==> src/rtl/split_pkg.sv <==
// Shared types and defaults for the split-constraint assignment enumerator.
package split_pkg;

  localparam int SPLIT_W = 16;

  typedef enum logic [1:0] {
    IDLE,
    PROBE,
    DRAIN,
    DONE
  } enum_state_t;

endpackage

==> src/rtl/split_assign_enum_if.sv <==
// Checker + solution stream bundle: the generator is the master, checker/consumer the slave.
interface split_assign_enum_if
  import split_pkg::*;
#(
  parameter int W = SPLIT_W
);

  logic [W-1:0] cand;
  logic         chk_x;
  logic         sol_valid;
  logic         sol_ready;
  logic [W-1:0] sol_data;

  modport master (
    output cand,
    output sol_valid,
    output sol_data,
    input  chk_x,
    input  sol_ready
  );

  modport slave (
    input  cand,
    input  sol_valid,
    input  sol_data,
    output chk_x,
    output sol_ready
  );

endinterface

==> src/rtl/split_sol_slot.sv <==
// Single-entry valid/ready output register; flush beats load beats accept.
module split_sol_slot
  import split_pkg::*;
#(
  parameter int W = SPLIT_W
) (
  input  logic         clk,
  input  logic         rst_n,
  input  logic         load_i,
  input  logic [W-1:0] data_i,
  input  logic         accept_i,
  input  logic         flush_i,
  output logic         valid_o,
  output logic [W-1:0] data_o
);

  logic         valid_q;
  logic [W-1:0] data_q;

  // NOTE: sequential state uses non-blocking assignments so every flop samples pre-edge values.
  always_ff @(posedge clk or negedge rst_n) begin
    if (!rst_n) begin
      valid_q <= 1'b0;
      data_q  <= '0;
    end else if (flush_i) begin
      valid_q <= 1'b0;
    end else if (load_i) begin
      valid_q <= 1'b1;
      data_q  <= data_i;
    end else if (accept_i) begin
      valid_q <= 1'b0;
    end
  end

  assign valid_o = valid_q;
  assign data_o  = data_q;

endmodule

==> src/rtl/split_assign_enum.sv <==
// Enumerates a range of packed candidates against a split checker and streams the hits.
module split_assign_enum
  import split_pkg::*;
#(
  parameter int W       = SPLIT_W,
  parameter int MAX_SOL = 8
) (
  input  logic                clk,
  input  logic                rst_n,
  input  logic                start,
  input  logic                abort,
  input  logic [W-1:0]        cfg_base,
  input  logic [W:0]          cfg_limit,
  split_assign_enum_if.master bus,
  output logic                busy,
  output logic                done,
  output logic [W:0]          sol_count,
  output logic                exhausted
);

  localparam logic [W-1:0] CAND_ONE  = {{(W-1){1'b0}}, 1'b1};
  localparam logic [W:0]   CNT_ONE   = {{W{1'b0}}, 1'b1};
  localparam logic [W:0]   MAX_SOL_W = (W+1)'(MAX_SOL);
  localparam bit           HAS_MAX   = (MAX_SOL != 0);

  enum_state_t  state_q;
  logic [W-1:0] cand_q;
  logic [W:0]   remaining_q, remaining_d;
  logic [W:0]   sol_count_q, sol_count_d;
  logic         busy_q, done_q, exhausted_q;

  logic in_probe, slot_free, advance, hit_load;

  // A hit only moves on when the output slot can take it; misses always move on.
  assign in_probe    = (state_q == PROBE);
  assign slot_free   = !bus.sol_valid || bus.sol_ready;
  assign advance     = in_probe && (!bus.chk_x || slot_free);
  assign hit_load    = in_probe && bus.chk_x && slot_free && !abort;
  assign remaining_d = advance ? remaining_q - CNT_ONE : remaining_q;
  assign sol_count_d = hit_load ? sol_count_q + CNT_ONE : sol_count_q;

  always_ff @(posedge clk or negedge rst_n) begin
    if (!rst_n) begin
      state_q     <= IDLE;
      cand_q      <= '0;
      remaining_q <= '0;
      sol_count_q <= '0;
      busy_q      <= 1'b0;
      done_q      <= 1'b0;
      exhausted_q <= 1'b0;
    end else if (abort) begin
      state_q <= IDLE;
      busy_q  <= 1'b0;
      done_q  <= 1'b0;
    end else begin
      case (state_q)
        IDLE, DONE: begin
          if (start) begin
            cand_q      <= cfg_base;
            remaining_q <= cfg_limit;
            sol_count_q <= '0;
            if (cfg_limit == '0) begin
              state_q     <= DONE;
              busy_q      <= 1'b0;
              done_q      <= 1'b1;
              exhausted_q <= 1'b1;
            end else begin
              state_q     <= PROBE;
              busy_q      <= 1'b1;
              done_q      <= 1'b0;
              exhausted_q <= 1'b0;
            end
          end
        end
        PROBE: begin
          if (advance) cand_q <= cand_q + CAND_ONE;
          remaining_q <= remaining_d;
          sol_count_q <= sol_count_d;
          // Range exhaustion wins over the solution cap when both land together.
          if (advance && remaining_d == '0) begin
            state_q     <= DRAIN;
            exhausted_q <= 1'b1;
          end else if (HAS_MAX && hit_load && sol_count_d == MAX_SOL_W) begin
            state_q     <= DRAIN;
            exhausted_q <= 1'b0;
          end
        end
        DRAIN: begin
          if (slot_free) begin
            state_q <= DONE;
            busy_q  <= 1'b0;
            done_q  <= 1'b1;
          end
        end
        default: state_q <= IDLE;
      endcase
    end
  end

  split_sol_slot #(.W(W)) u_slot (
    .clk      (clk),
    .rst_n    (rst_n),
    .load_i   (hit_load),
    .data_i   (cand_q),
    .accept_i (bus.sol_valid && bus.sol_ready),
    .flush_i  (abort),
    .valid_o  (bus.sol_valid),
    .data_o   (bus.sol_data)
  );

  assign bus.cand  = cand_q;
  assign busy      = busy_q;
  assign done      = done_q;
  assign sol_count = sol_count_q;
  assign exhausted = exhausted_q;

endmodule

==> src/flat_wrapper.sv <==
// flat-port wrapper written by rule: the top's interface ports become plain ports
module split_assign_enum_flat import split_pkg::*;
#(
  parameter int W       = SPLIT_W,
  parameter int MAX_SOL = 8
)
  (clk, rst_n, start, abort, cfg_base, cfg_limit, busy, done, sol_count, exhausted, bus_cand, bus_sol_valid, bus_sol_data, bus_chk_x, bus_sol_ready);
  split_assign_enum_if #(.W(W)) bus_i ();
  input  logic clk;
  input  logic rst_n;
  input  logic start;
  input  logic abort;
  input  logic [W-1:0] cfg_base;
  input  logic [W:0] cfg_limit;
  output logic busy;
  output logic done;
  output logic [W:0] sol_count;
  output logic exhausted;
  output wire logic [$bits(bus_i.cand)-1:0] bus_cand;
  output wire logic [$bits(bus_i.sol_valid)-1:0] bus_sol_valid;
  output wire logic [$bits(bus_i.sol_data)-1:0] bus_sol_data;
  input wire logic [$bits(bus_i.chk_x)-1:0] bus_chk_x;
  input wire logic [$bits(bus_i.sol_ready)-1:0] bus_sol_ready;
  assign bus_cand = bus_i.cand;
  assign bus_sol_valid = bus_i.sol_valid;
  assign bus_sol_data = bus_i.sol_data;
  assign bus_i.chk_x = bus_chk_x;
  assign bus_i.sol_ready = bus_sol_ready;
  split_assign_enum #(.W(W), .MAX_SOL(MAX_SOL)) u_core (.clk(clk), .rst_n(rst_n), .start(start), .abort(abort), .cfg_base(cfg_base), .cfg_limit(cfg_limit), .bus(bus_i), .busy(busy), .done(done), .sol_count(sol_count), .exhausted(exhausted));
endmodule
==> config.mk <==
export PLATFORM = sky130hd
export DESIGN_NAME = split_assign_enum_flat
export DESIGN_NICKNAME = d
export VERILOG_FILES = /design/src/rtl/split_pkg.sv /design/src/rtl/split_assign_enum_if.sv /design/src/rtl/split_sol_slot.sv /design/src/rtl/split_assign_enum.sv /design/src/flat_wrapper.sv
export SDC_FILE = /design/constraint.sdc
export NUM_CORES = 1
export LEC_CHECK = 0
export BUFFER_PORTS_ARGS = -buffer_cell sky130_fd_sc_hd__buf_2
export CAP_MARGIN = 20
export CORE_MARGIN = 2
export CORE_UTILIZATION = 50
export DETAILED_ROUTE_END_ITERATION = 6
export PLACE_DENSITY = 0.71
export RECOVER_POWER = 100
export SYNTH_ARGS = -nofsm -noshare
export SYNTH_HDL_FRONTEND = slang
export SYNTH_SLANG_ARGS = --single-unit
export TNS_END_PERCENT = 1
==> constraint.sdc <==
create_clock -name clk -period 3.6 [get_ports clk]
set_clock_uncertainty 0.2 [all_clocks]
set_input_delay 0.36 -clock clk [delete_from_list [all_inputs] [get_ports clk]]
set_output_delay 0.36 -clock clk [all_outputs]
set_load 0.03 [all_outputs]
* Word level (Yosys, flattened, before mapping)
Index checks and enable logic that the tools add are counted.
** Word-level totals
- Bits in registers :: 72
- Latch bits :: 0
- Bits in writable memories :: 0
- Memory bits (read-only) :: 0
- Output and inout bits :: 53
- Word-level logic and storage cells :: 80
- Memories kept :: 0
** Operators by class
- Add/subtract/negate cells :: 3
- Multiply operators :: 0
- Div/mod/pow operators :: 0
- $lt $le $gt $ge :: 0
- Equal/unequal tests :: 10
- Shift operators :: 0
- Muxes and demuxes :: 32
- Bitwise gates (word level) :: 1
- Reductions and logical operators :: 25
** Operators by type and width (number)
- 17-bit two-way mux :: 4
- 17-bit one-hot mux with 2 select lines :: 2
- 17-bit logical NOT :: 2
- 16-bit two-way mux :: 2
- 16-bit one-hot mux with 2 select lines :: 1
- 17-bit by 1-bit adder with 17-bit output, second input constant :: 1
- 17-bit by 4-bit equality test with 1-bit output, second input constant :: 1
- 17-bit by 1-bit subtractor with 17-bit output, second input constant :: 1
- 16-bit by 1-bit adder with 16-bit output, second input constant :: 1
- 1-bit two-way mux :: 13
- 2-bit two-way mux :: 6
- 3-bit AND reduction :: 3
- 4-bit AND reduction :: 2
- 1-bit logical AND :: 7
- 3-bit inequality test, second input constant :: 2
- 1-bit one-hot mux with 2 select lines :: 3
- 2-bit one-hot mux with 3 select lines :: 1
- 3-bit nonzero test :: 2
- 2-bit equality test, second input constant :: 2
- 2-bit inequality test, second input constant :: 2
- 4-bit inequality test, second input constant :: 1
- 1-bit logical NOT :: 3
- 3-bit by 2-bit inequality test with 1-bit output, second input constant :: 1
- 2-bit by 1-bit equality test with 1-bit output, second input constant :: 1
- other kinds (6) :: 7

* Logic depth before layout (Yosys ltp)
Gate-level depths: netlist of run 1.
- Word-level depth :: 11
- Gate-level depth with buffers :: 12
- Gate-level depth less buffers :: 10

* By module
From an unflattened synthesis of run 1, not the netlist that was laid out.
** Unflattened totals
- Cells, all modules :: 520
- Area, all modules :: 4520.6 um2
** By module, submodules not included
- split_assign_enum :: times used 1, cells each 481, area an instance 3817.4 um2, seq. area each 1376.3 um2
- split_sol_slot :: times used 1, cells each 39, area an instance 703.2 um2, seq. area each 425.4 um2

* Worst setup path before layout of run 1
OpenSTA, ideal clock, no wires.
- Kind :: register -> register
- From :: register u_core.sol_count_q[0], in the netlist u_core.sol_count[0]
- To :: register u_core.state_q[0]
- Arrival time :: 2.533 ns
- Slack :: 0.767 ns
- Cell stages (with the launch flop) :: 11
- Clock period less this slack :: 2.833 ns
- Cell sequence :: dfrtp_1 -> ha_1 -> buf_2 -> nand3_2 -> nor4_4 -> nand4_1 -> a221oi_2 -> nand4_2 -> o21ai_2 -> a21oi_1 -> a311oi_1
** On the way
- Word-level cells in the longest chain between the ends :: 6
** RTL lines
- start, declared :: RTL line split_assign_enum.sv:29 : logic [W:0] sol_count_q, sol_count_d;
- start signal, assigned :: RTL line split_assign_enum.sv:78 : sol_count_q <= sol_count_d;
- 17-bit by 1-bit adder with 17-bit output :: RTL line split_assign_enum.sv:40 : assign sol_count_d = hit_load ? sol_count_q + CNT_ONE : sol_count_q;
- 17-bit two-way mux * :: RTL line split_assign_enum.sv:40
- 17-bit by 4-bit equality test with 1-bit output * :: RTL line split_assign_enum.sv:83 : end else if (HAS_MAX && hit_load && sol_count_d == MAX_SOL_W) begin
- 1-bit logical AND * :: RTL line split_assign_enum.sv:83
- 4-bit inequality test (no line) *
- 3-bit AND reduction (no line) *
- end signal, assigned :: RTL line split_assign_enum.sv:81 : state_q <= DRAIN;
- end signal, assigned :: RTL line split_assign_enum.sv:84 : state_q <= DRAIN;
- end signal, assigned :: RTL line split_assign_enum.sv:90 : state_q <= DONE;
- end, declared :: RTL line split_assign_enum.sv:26 : enum_state_t state_q;
Mark *: on every way between the ends. The rest lies on a longest branch, timed or not.
A chain may end at the register's enable or synchronous reset.

* Worst setup path in the final report of run 1
- From :: register u_core.state_q[0]
- To :: register u_core.cand_q[2], in the netlist u_core.bus.cand[2]
** On the way
- Word-level cells in the longest chain between the ends :: 4
** RTL lines
- start signal, assigned :: RTL line split_assign_enum.sv:44 : state_q <= IDLE;
- start signal, assigned :: RTL line split_assign_enum.sv:52 : state_q <= IDLE;
- start signal, assigned :: RTL line split_assign_enum.sv:63 : state_q <= DONE;
- 2-bit equality test (tied with other cells) :: RTL line split_assign_enum.sv:56 : case (state_q)
- 2-bit OR reduction or 1-bit logical AND (tied branches) :: RTL line split_assign_enum.sv:56, split_assign_enum.sv:37
- 2-bit inequality test (no line) or 2-bit nonzero test (tied branches)
- 4-bit AND reduction (no line)
- end signal, assigned :: RTL line split_assign_enum.sv:59 : cand_q <= cfg_base;
- end signal, assigned :: RTL line split_assign_enum.sv:76 : if (advance) cand_q <= cand_q + CAND_ONE;
- end, declared :: RTL line split_assign_enum.sv:27 : logic [W-1:0] cand_q;
Parallel ways exist; a longest one is shown, timed or not.

==> run_summary.xml, run 1 <==
<?xml version="1.0" encoding="UTF-8"?>
<metrics>
  <group name="pwr">
    <metric name="ir_drop" unit="uV">507.9</metric>
    <metric name="cellPowerDensity" unit="nW/um^2">798.5</metric>
    <metric name="p_leak" unit="nW">2.060</metric>
    <metric name="internal_power" unit="W">0.002165</metric>
    <metric name="share_clk_of_total_power" unit="">0.182</metric>
    <metric name="netSwitchingFraction" unit="">0.4699</metric>
    <metric name="power.sequential.fraction" unit="">0.366</metric>
    <metric name="netSwitchingPower" unit="W">0.001919</metric>
    <metric name="comb_power_share" unit="">0.452</metric>
  </group>
  <group name="worst_setup_path">
    <metric name="r2r_slack" unit="ns">0.44</metric>
    <metric name="cp_data_required_time" unit="ns">3.64</metric>
    <metric name="critPathCaptureType" unit="">register</metric>
    <metric name="path_delay_family" unit="">simple AND/OR/NAND/NOR gates</metric>
    <metric name="ff2ff_path_depth" unit="">7</metric>
    <metric name="worst_setup_path_start_kind" unit="">register</metric>
    <metric name="critPathKind" unit="">register to register</metric>
    <metric name="worst_path_cell_trace" unit="">ha_1 -&gt; buf_4 -&gt; mux2i_1 -&gt; or2_1 -&gt; nor2_1 -&gt; a222oi_1 -&gt; inv_1</metric>
    <metric name="critical-path-max-stage-delay" unit="ns">0.82</metric>
    <metric name="cp.arrival" unit="ns">3.19</metric>
    <metric name="critPathSlowestCell" unit="">sky130_fd_sc_hd__or2_1</metric>
    <metric name="crit-reg2reg-capture" unit="">u_core.bus.cand[2]</metric>
    <metric name="path_buf_inv" unit="">2</metric>
    <metric name="crit-reg2reg-launch" unit="">u_core.state_q[0]</metric>
    <metric name="crit_fanout" unit="">27</metric>
  </group>
  <group name="detailed_routing">
    <metric name="aggregate_routed_wire_length" unit="um">11490</metric>
    <metric name="route.detailed.wl_per_inst" unit="um">16.54</metric>
    <metric name="post_drt_via_cell_ratio" unit="">6.062</metric>
    <metric name="detailedRoute.firstIterationViolations" unit="">312</metric>
    <metric name="post-route-drc-count" unit="">0</metric>
    <metric name="vias" unit="">4213</metric>
    <metric name="antenna_left" unit="">0</metric>
    <metric name="detailedRoute.firstPassIterationCount" unit="">5</metric>
  </group>
  <group name="synthesis">
    <metric name="number_of_different_library_cells_in_the_post_synthesis_netlist" unit="">71</metric>
    <metric name="synthesis.area_per_instance" unit="um^2">8.843</metric>
    <metric name="ys_seq_area_frac" unit="">0.4043</metric>
    <metric name="cell_type_with_the_highest_aggregate_area_in_the_netlist" unit="">sky130_fd_sc_hd__dfrtp_1</metric>
    <metric name="ys_top_cells_by_area" unit="">sky130_fd_sc_hd__dfrtp_1, sky130_fd_sc_hd__o21ai_0, sky130_fd_sc_hd__mux2_2</metric>
    <metric name="postSynthNetCount" unit="">549</metric>
    <metric name="syn_inst" unit="">504</metric>
    <metric name="synth_top_area_frac" unit="">0.4043</metric>
    <metric name="netlist_area_before_placement" unit="um^2">4457</metric>
    <metric name="top_ff_cell_synth" unit="">sky130_fd_sc_hd__dfrtp_1</metric>
    <metric name="async_flop_share" unit="">1.000</metric>
    <metric name="synth.yosys.warnings" unit="">0</metric>
    <metric name="postSynthRegisterBits" unit="">72</metric>
    <metric name="synth_enable_flop_cells" unit="">0</metric>
  </group>
  <group name="final_layout">
    <metric name="number_of_nets_at_the_end_of_the_flow" unit="">627</metric>
    <metric name="filler_cell_count" unit="">843</metric>
    <metric name="multi_input_comb_area" unit="um^2">2440</metric>
    <metric name="layout-drive-gt1-share" unit="">0.1652</metric>
    <metric name="finalInstanceArea" unit="um^2">5114</metric>
    <metric name="areaGrowthSynthToFinish" unit="%">14.74</metric>
    <metric name="mostFrequentLayoutCell" unit="">sky130_fd_sc_hd__dfrtp_1</metric>
    <metric name="register_area" unit="um^2">1802</metric>
    <metric name="antenna-diode-count" unit="">0</metric>
    <metric name="most-common-layout-cells" unit="">sky130_fd_sc_hd__dfrtp_1, sky130_fd_sc_hd__clkbuf_1, sky130_fd_sc_hd__o21ai_0</metric>
  </group>
  <group name="global_routing">
    <metric name="global_route.usage.total" unit="">0.2423</metric>
    <metric name="grt_pass1_vias" unit="">4044</metric>
    <metric name="global_route.usage.met3" unit="">0.05745</metric>
    <metric name="grt_start_max_net_pins" unit="">73</metric>
    <metric name="gr-usage-met1" unit="">0.3236</metric>
    <metric name="grt_antenna_before_repair" unit="">0</metric>
    <metric name="globalRouteMet2Util" unit="">0.3893</metric>
    <metric name="busiest_layer" unit="">met2</metric>
    <metric name="globalRoute.totalOverflow" unit="">0</metric>
    <metric name="grt_first_pass_wirelength" unit="um">19210</metric>
  </group>
  <group name="die">
    <metric name="io_pins" unit="">92</metric>
    <metric name="design.core.area" unit="um^2">8678</metric>
    <metric name="die_h" unit="um">98.41</metric>
    <metric name="start_util" unit="">0.5136</metric>
    <metric name="die-width" unit="um">98.41</metric>
    <metric name="std_cell_rows" unit="">34</metric>
    <metric name="die-area" unit="um^2">9685</metric>
  </group>
  <group name="clock_network">
    <metric name="clk-insertion-delay-late" unit="ns">0.36</metric>
    <metric name="ctsRootBufferMaster" unit="">sky130_fd_sc_hd__clkbuf_8</metric>
    <metric name="cts_inserted_buffers" unit="">9</metric>
    <metric name="clk_transition_reported_paths" unit="ns">0.09</metric>
    <metric name="postCtsSetupRepairBufs" unit="">0</metric>
    <metric name="cts.htree.levels" unit="">3</metric>
    <metric name="tritoncts_clock_tree" unit="">yes</metric>
    <metric name="clockBufferDepth" unit="">2</metric>
    <metric name="clock_sinks" unit="">72</metric>
  </group>
  <group name="sta">
    <metric name="rsz0062_at_grt" unit="">no</metric>
    <metric name="final-hold-violation-count" unit="">0</metric>
    <metric name="slew-limit-headroom" unit="">-0.1991</metric>
    <metric name="max_slew_violation_total_from_the_final_report" unit="">73</metric>
    <metric name="fmax" unit="MHz">316.7</metric>
    <metric name="tightestPinTransition" unit="ns">1.799</metric>
    <metric name="fin_hold_ws" unit="ns">0.03525</metric>
    <metric name="period_minus_slack" unit="ns">3.157</metric>
    <metric name="final.period_utilization" unit="">0.8770</metric>
    <metric name="fin_setup_tns" unit="ns">0</metric>
    <metric name="finalSetupViolCount" unit="">0</metric>
  </group>
  <group name="flow_run">
    <metric name="drv.max_cap_violation_count" unit="">1</metric>
  </group>
  <group name="worst_hold_path">
    <metric name="hold-path-endpoint" unit="">u_core.bus.cand[12]</metric>
    <metric name="timing.hold.worst.class" unit="">input port to register</metric>
    <metric name="hold_path_depth" unit="">3</metric>
    <metric name="worstHoldStart" unit="">cfg_base[12]</metric>
  </group>
  <group name="placed_design">
    <metric name="place.detailed.hpwl" unit="um">7987</metric>
    <metric name="place_area" unit="um^2">4966</metric>
    <metric name="place.gp.congestion" unit="">0.8469</metric>
    <metric name="port-buffer-count" unit="">91</metric>
  </group>
  <group name="outcome">
    <metric name="status" unit="">finished with violations</metric>
    <metric name="violations" unit="">capacitance limit, slew limit</metric>
  </group>
</metrics>
worst register-to-register path: stages, from the launching register on:
cell	delay, ns
sky130_fd_sc_hd__dfrtp_1	0.42
sky130_fd_sc_hd__ha_1	0.28
sky130_fd_sc_hd__buf_4	0.22
sky130_fd_sc_hd__mux2i_1	0.22
sky130_fd_sc_hd__or2_1	0.82
sky130_fd_sc_hd__nor2_1	0.43
sky130_fd_sc_hd__a222oi_1	0.39
sky130_fd_sc_hd__inv_1	0.07
state kept, by name, indices dropped and copies added, names as in the netlist:
name,cells
u_core.remaining_q,17
u_core.sol_count,17
u_core.bus.cand,16
u_core.u_slot.data_o,16
u_core.state_q,2
u_core.busy,1
u_core.done,1
u_core.exhausted,1
u_core.u_slot.valid_o,1
final cells by class:
cell class	count	area share
Clock inverter	6	0.01811
Tap cell	108	0.02643
Inverter	18	0.01321
Timing Repair Buffer	99	0.08588
Multi-Input combinational cell	382	0.4771
Sequential cell	72	0.3523
Clock buffer	10	0.02691
per-layer routing:
layer,wire [um],vias to the layer above
met3,739,20
met4,200,0
met5,0,-
met2,5408,135
met1,5144,2028
li1,-,2030
synth_stat cells (5+ instances only):
| library cell | count |
|---|---|
| sky130_fd_sc_hd__a211oi_1 | 8 |
| sky130_fd_sc_hd__a21oi_1 | 29 |
| sky130_fd_sc_hd__a222oi_1 | 6 |
| sky130_fd_sc_hd__a22oi_1 | 6 |
| sky130_fd_sc_hd__a31oi_1 | 6 |
| sky130_fd_sc_hd__and3_1 | 6 |
| sky130_fd_sc_hd__buf_2 | 5 |
| sky130_fd_sc_hd__clkbuf_1 | 22 |
| sky130_fd_sc_hd__dfrtp_1 | 72 |
| sky130_fd_sc_hd__ha_1 | 6 |
| sky130_fd_sc_hd__inv_1 | 18 |
| sky130_fd_sc_hd__mux2_2 | 17 |
| sky130_fd_sc_hd__mux2i_1 | 11 |
| sky130_fd_sc_hd__nand2_1 | 43 |
| sky130_fd_sc_hd__nand3_1 | 34 |
| sky130_fd_sc_hd__nand4_1 | 8 |
| sky130_fd_sc_hd__nor2_1 | 27 |
| sky130_fd_sc_hd__nor3_1 | 20 |
| sky130_fd_sc_hd__nor4_1 | 7 |
| sky130_fd_sc_hd__o21ai_0 | 52 |
| sky130_fd_sc_hd__o31ai_1 | 7 |
| sky130_fd_sc_hd__or3_1 | 12 |
| sky130_fd_sc_hd__xor2_1 | 6 |
kinds of logic (layout without fill, tap and decap cells):
family                   Yosys count  after routing  share of synthesized area
flip-flops                        72             72                     0.4043
AND/OR/NAND/NOR                  195            195                     0.2378
buffers and inverters             50            133                    0.04885
XOR/XNOR                           8              8                    0.01572
adder cells (fa/ha/maj)            6              6                    0.01684
multiplexers                      29             29                    0.07271
AO/OA/AOI/OAI                    144            144                     0.2038
power groups by stage:
stage / Clock [W] / Sequential [W] / Combinational [W]
after detailed placement: 0 / 0.00149 / 0.00192
after floorplan: 0 / 0.00179 / 0.00105
final: 0.000742 / 0.00150 / 0.00185
after global routing: 0.000789 / 0.00155 / 0.00204
after CTS: 0.000750 / 0.00148 / 0.00192
after global placement: 0 / 0.00147 / 0.00186
what timing repair did:
action,in CTS,in global routing
endpoints found under the hold margin,72,0
setup endpoints to repair,0,0
hold buffers,1,0
resized for setup,0,0
how the worst max path moves through the flow:
stage | cells past startpoint | slack [ns] | to | startpoint
2_1_floorplan | 10 | 0.77 | u_core.state_q[0] | u_core.sol_count[0]
3_3_place_gp | 9 | 0.78 | u_core.state_q[0] | u_core.remaining_q[0]
3_5_place_dp | 9 | 0.66 | u_core.state_q[0] | u_core.sol_count[0]
4_1_cts | 10 | 0.64 | u_core.state_q[0] | u_core.state_q[1]
5_1_grt | 8 | 0.18 | u_core.bus.cand[7] | u_core.state_q[1]
6_report | 7 | 0.44 | u_core.bus.cand[2] | u_core.state_q[0]
through the flow:
stage	power (W)	std cells	utilization	setup WS [ns]
detailed placement	0.003406	678	0.5722	0.6593
global placement	0.003331	678	0.5722	0.7800
CTS	0.004153	695	0.5999	0.6361
global route	0.004374	695	0.5892	0.1800
finish	0.004083	695	0.5892	0.4428
floorplan	0.002840	504	-	0.7673
No activity file was read; power rests on OpenSTA's default activity.
==> run 2, diff against run 1 <==
BUFFER_PORTS_ARGS = default   (was -buffer_cell sky130_fd_sc_hd__buf_2)
CELL_PAD_IN_SITES_DETAIL_PLACEMENT = 0   (was default)
CELL_PAD_IN_SITES_GLOBAL_PLACEMENT = 1   (was default)
CORE_UTILIZATION = 48   (was 50)
DONT_BUFFER_PORTS = 1   (was default)
PLACE_DENSITY = 0.77   (was 0.71)
==> run_summary.xml, run 2 (synthesis results as in run 1) <==
<?xml version="1.0" encoding="UTF-8"?>
<metrics>
  <group name="sta">
    <metric name="fin_setup_tns" unit="ns">0</metric>
    <metric name="tightestPinTransition" unit="ns">1.829</metric>
    <metric name="max_slew_violation_total_from_the_final_report" unit="">73</metric>
    <metric name="finalSetupViolCount" unit="">0</metric>
    <metric name="fmax" unit="MHz">305.3</metric>
    <metric name="rsz0062_at_grt" unit="">no</metric>
    <metric name="final_critical_path_setup_slack" unit="ns">0.3241</metric>
    <metric name="period_minus_slack" unit="ns">3.276</metric>
    <metric name="slew-limit-headroom" unit="">-0.2194</metric>
    <metric name="final.period_utilization" unit="">0.9100</metric>
    <metric name="final-hold-violation-count" unit="">0</metric>
  </group>
  <group name="final_layout">
    <metric name="antenna-diode-count" unit="">0</metric>
    <metric name="areaGrowthSynthToFinish" unit="%">9.798</metric>
    <metric name="layout-drive-gt1-share" unit="">0.1236</metric>
    <metric name="mostFrequentLayoutCell" unit="">sky130_fd_sc_hd__dfrtp_1</metric>
    <metric name="most-common-layout-cells" unit="">sky130_fd_sc_hd__dfrtp_1, sky130_fd_sc_hd__o21ai_0, sky130_fd_sc_hd__nand2_1</metric>
    <metric name="share_of_the_core_filled_with_cells_in_the_final_layout" unit="">0.5372</metric>
    <metric name="number_of_nets_at_the_end_of_the_flow" unit="">558</metric>
  </group>
  <group name="clock_network">
    <metric name="postCtsHoldBufs" unit="">18</metric>
    <metric name="ctsRootBufferMaster" unit="">sky130_fd_sc_hd__clkbuf_8</metric>
    <metric name="post_cts_resized" unit="">0</metric>
    <metric name="clockBufferDepth" unit="">2</metric>
    <metric name="cts_inserted_buffers" unit="">9</metric>
    <metric name="tritoncts_clock_tree" unit="">yes</metric>
    <metric name="clk-insertion-delay-late" unit="ns">0.35</metric>
    <metric name="postCtsSetupRepairBufs" unit="">0</metric>
    <metric name="clock_sinks" unit="">72</metric>
    <metric name="clk_transition_reported_paths" unit="ns">0.08</metric>
    <metric name="cts.htree.levels" unit="">3</metric>
  </group>
  <group name="worst_setup_path">
    <metric name="cp_data_required_time" unit="ns">3.68</metric>
    <metric name="critPathSlowestCell" unit="">sky130_fd_sc_hd__or2_2</metric>
    <metric name="worst_path_cell_trace" unit="">inv_1 -&gt; ha_1 -&gt; buf_4 -&gt; mux2i_1 -&gt; or2_2 -&gt; a31oi_1 -&gt; clkbuf_1 -&gt; nand2_1 -&gt; mux2i_1 -&gt; a222oi_1 -&gt; inv_1</metric>
    <metric name="critical-path-max-stage-delay" unit="ns">0.52</metric>
    <metric name="worst_setup_path_start_kind" unit="">register</metric>
    <metric name="cp.arrival" unit="ns">3.36</metric>
    <metric name="critPathKind" unit="">register to register</metric>
    <metric name="path_delay_family" unit="">buffers and inverters</metric>
    <metric name="crit_fanout" unit="">27</metric>
    <metric name="ff2ff_path_depth" unit="">11</metric>
    <metric name="critPathCaptureType" unit="">register</metric>
    <metric name="path_buf_inv" unit="">4</metric>
    <metric name="cp_num_cells" unit="">11</metric>
  </group>
  <group name="detailed_routing">
    <metric name="aggregate_routed_wire_length" unit="um">11810</metric>
    <metric name="detailedRoute.firstPassIterationCount" unit="">5</metric>
    <metric name="route.detailed.wl_per_inst" unit="um">18.78</metric>
    <metric name="vias" unit="">3927</metric>
    <metric name="post-route-drc-count" unit="">0</metric>
    <metric name="antenna_left" unit="">0</metric>
    <metric name="detailedRoute.firstIterationViolations" unit="">250</metric>
    <metric name="post_drt_via_cell_ratio" unit="">6.243</metric>
  </group>
  <group name="die">
    <metric name="die-area" unit="um^2">10070</metric>
    <metric name="start_util" unit="">0.4893</metric>
    <metric name="design.core.area" unit="um^2">9109</metric>
    <metric name="die-width" unit="um">100.4</metric>
    <metric name="std_cell_rows" unit="">35</metric>
    <metric name="die_h" unit="um">100.4</metric>
    <metric name="io_pins" unit="">92</metric>
  </group>
  <group name="outcome">
    <metric name="status" unit="">finished with violations</metric>
    <metric name="violations" unit="">capacitance limit, slew limit</metric>
  </group>
  <group name="worst_hold_path">
    <metric name="timing.hold.worst.class" unit="">input port to register</metric>
    <metric name="hold_path_depth" unit="">2</metric>
  </group>
  <group name="global_routing">
    <metric name="global_route.usage.total" unit="">0.2421</metric>
    <metric name="globalRoute.totalOverflow" unit="">0</metric>
    <metric name="grt_pass1_vias" unit="">3709</metric>
    <metric name="grt_antenna_before_repair" unit="">0</metric>
    <metric name="grt_first_pass_wirelength" unit="um">19320</metric>
    <metric name="grt_start_max_net_pins" unit="">73</metric>
  </group>
  <group name="flow_run">
    <metric name="drv.max_cap_violation_count" unit="">1</metric>
  </group>
  <group name="pwr">
    <metric name="comb_power_share" unit="">0.336</metric>
    <metric name="internal_power" unit="W">0.002014</metric>
    <metric name="share_clk_of_total_power" unit="">0.174</metric>
    <metric name="power.sequential.fraction" unit="">0.491</metric>
    <metric name="cellPowerDensity" unit="nW/um^2">794.5</metric>
    <metric name="netSwitchingFraction" unit="">0.4819</metric>
    <metric name="ir_drop" unit="uV">537.7</metric>
    <metric name="total_power" unit="W">0.003888</metric>
    <metric name="p_leak" unit="nW">1.932</metric>
    <metric name="netSwitchingPower" unit="W">0.001874</metric>
  </group>
  <group name="placed_design">
    <metric name="place_ws" unit="ns">0.4362</metric>
    <metric name="port-buffer-count" unit="">0</metric>
    <metric name="place.detailed.hpwl" unit="um">8058</metric>
    <metric name="place.gp.congestion" unit="">0.8372</metric>
  </group>
</metrics>
-- run 2: routing by layer --
metal	GRT usage	vias to the layer above	part of all wire
li1	-	1895	-
met3	0.06058	9	0.071
met2	0.3717	129	0.47
met1	0.3412	1894	0.45
met4	0.06744	0	0.011
met5	0	-	0
-- run 2: through the flow --
step / cells / cell area (um^2) / hold slack [ns]
4_1_cts: 629 / 4952 / 0.01145
3_3_place_gp: 595 / 4549 / -0.1337
2_1_floorplan: 504 / 4457 / -0.1356
5_1_grt: 629 / 4893 / 0.03108
6_report: 629 / 4893 / 0.01139
3_5_place_dp: 595 / 4549 / -0.1335
-- run 2: final timing paths --
path	slack, ns	end	start
min in group asynchronous	0.82	u_core.remaining_q[16]	rst_n
worst max-delay path	0.32	u_core.bus.cand[9]	u_core.state_q[1]
worst min-delay path	0.01	u_core.u_slot.valid_o	bus_chk_x
worst max register to register	0.32	u_core.bus.cand[9]	u_core.state_q[1]
worst min register to register	0.42	u_core.state_q[1]	u_core.state_q[1]
max in group asynchronous	1.25	u_core.u_slot.data_o[11]	rst_n
-- run 2: power groups by stage --
stage	clock [W]	combinational [W]	sequential, W
6_report	0.000675	0.00131	0.00191
5_1_grt	0.000726	0.00148	0.00196
4_1_cts	0.000695	0.00133	0.00191
3_5_place_dp	0	0.00129	0.00192
3_3_place_gp	0	0.00126	0.00191
2_1_floorplan	0	0.00105	0.00179
-- run 2: layout make-up --
class / instances / area [um^2]
sequential: 72 / 1802
inverter: 18 / 67.56
timing repair buffer: 30 / 245.2
clock buffer: 10 / 137.6
clock inverter: 6 / 67.56
multi-input combinational: 382 / 2435
fill: 839 / 4215
tap: 111 / 138.9
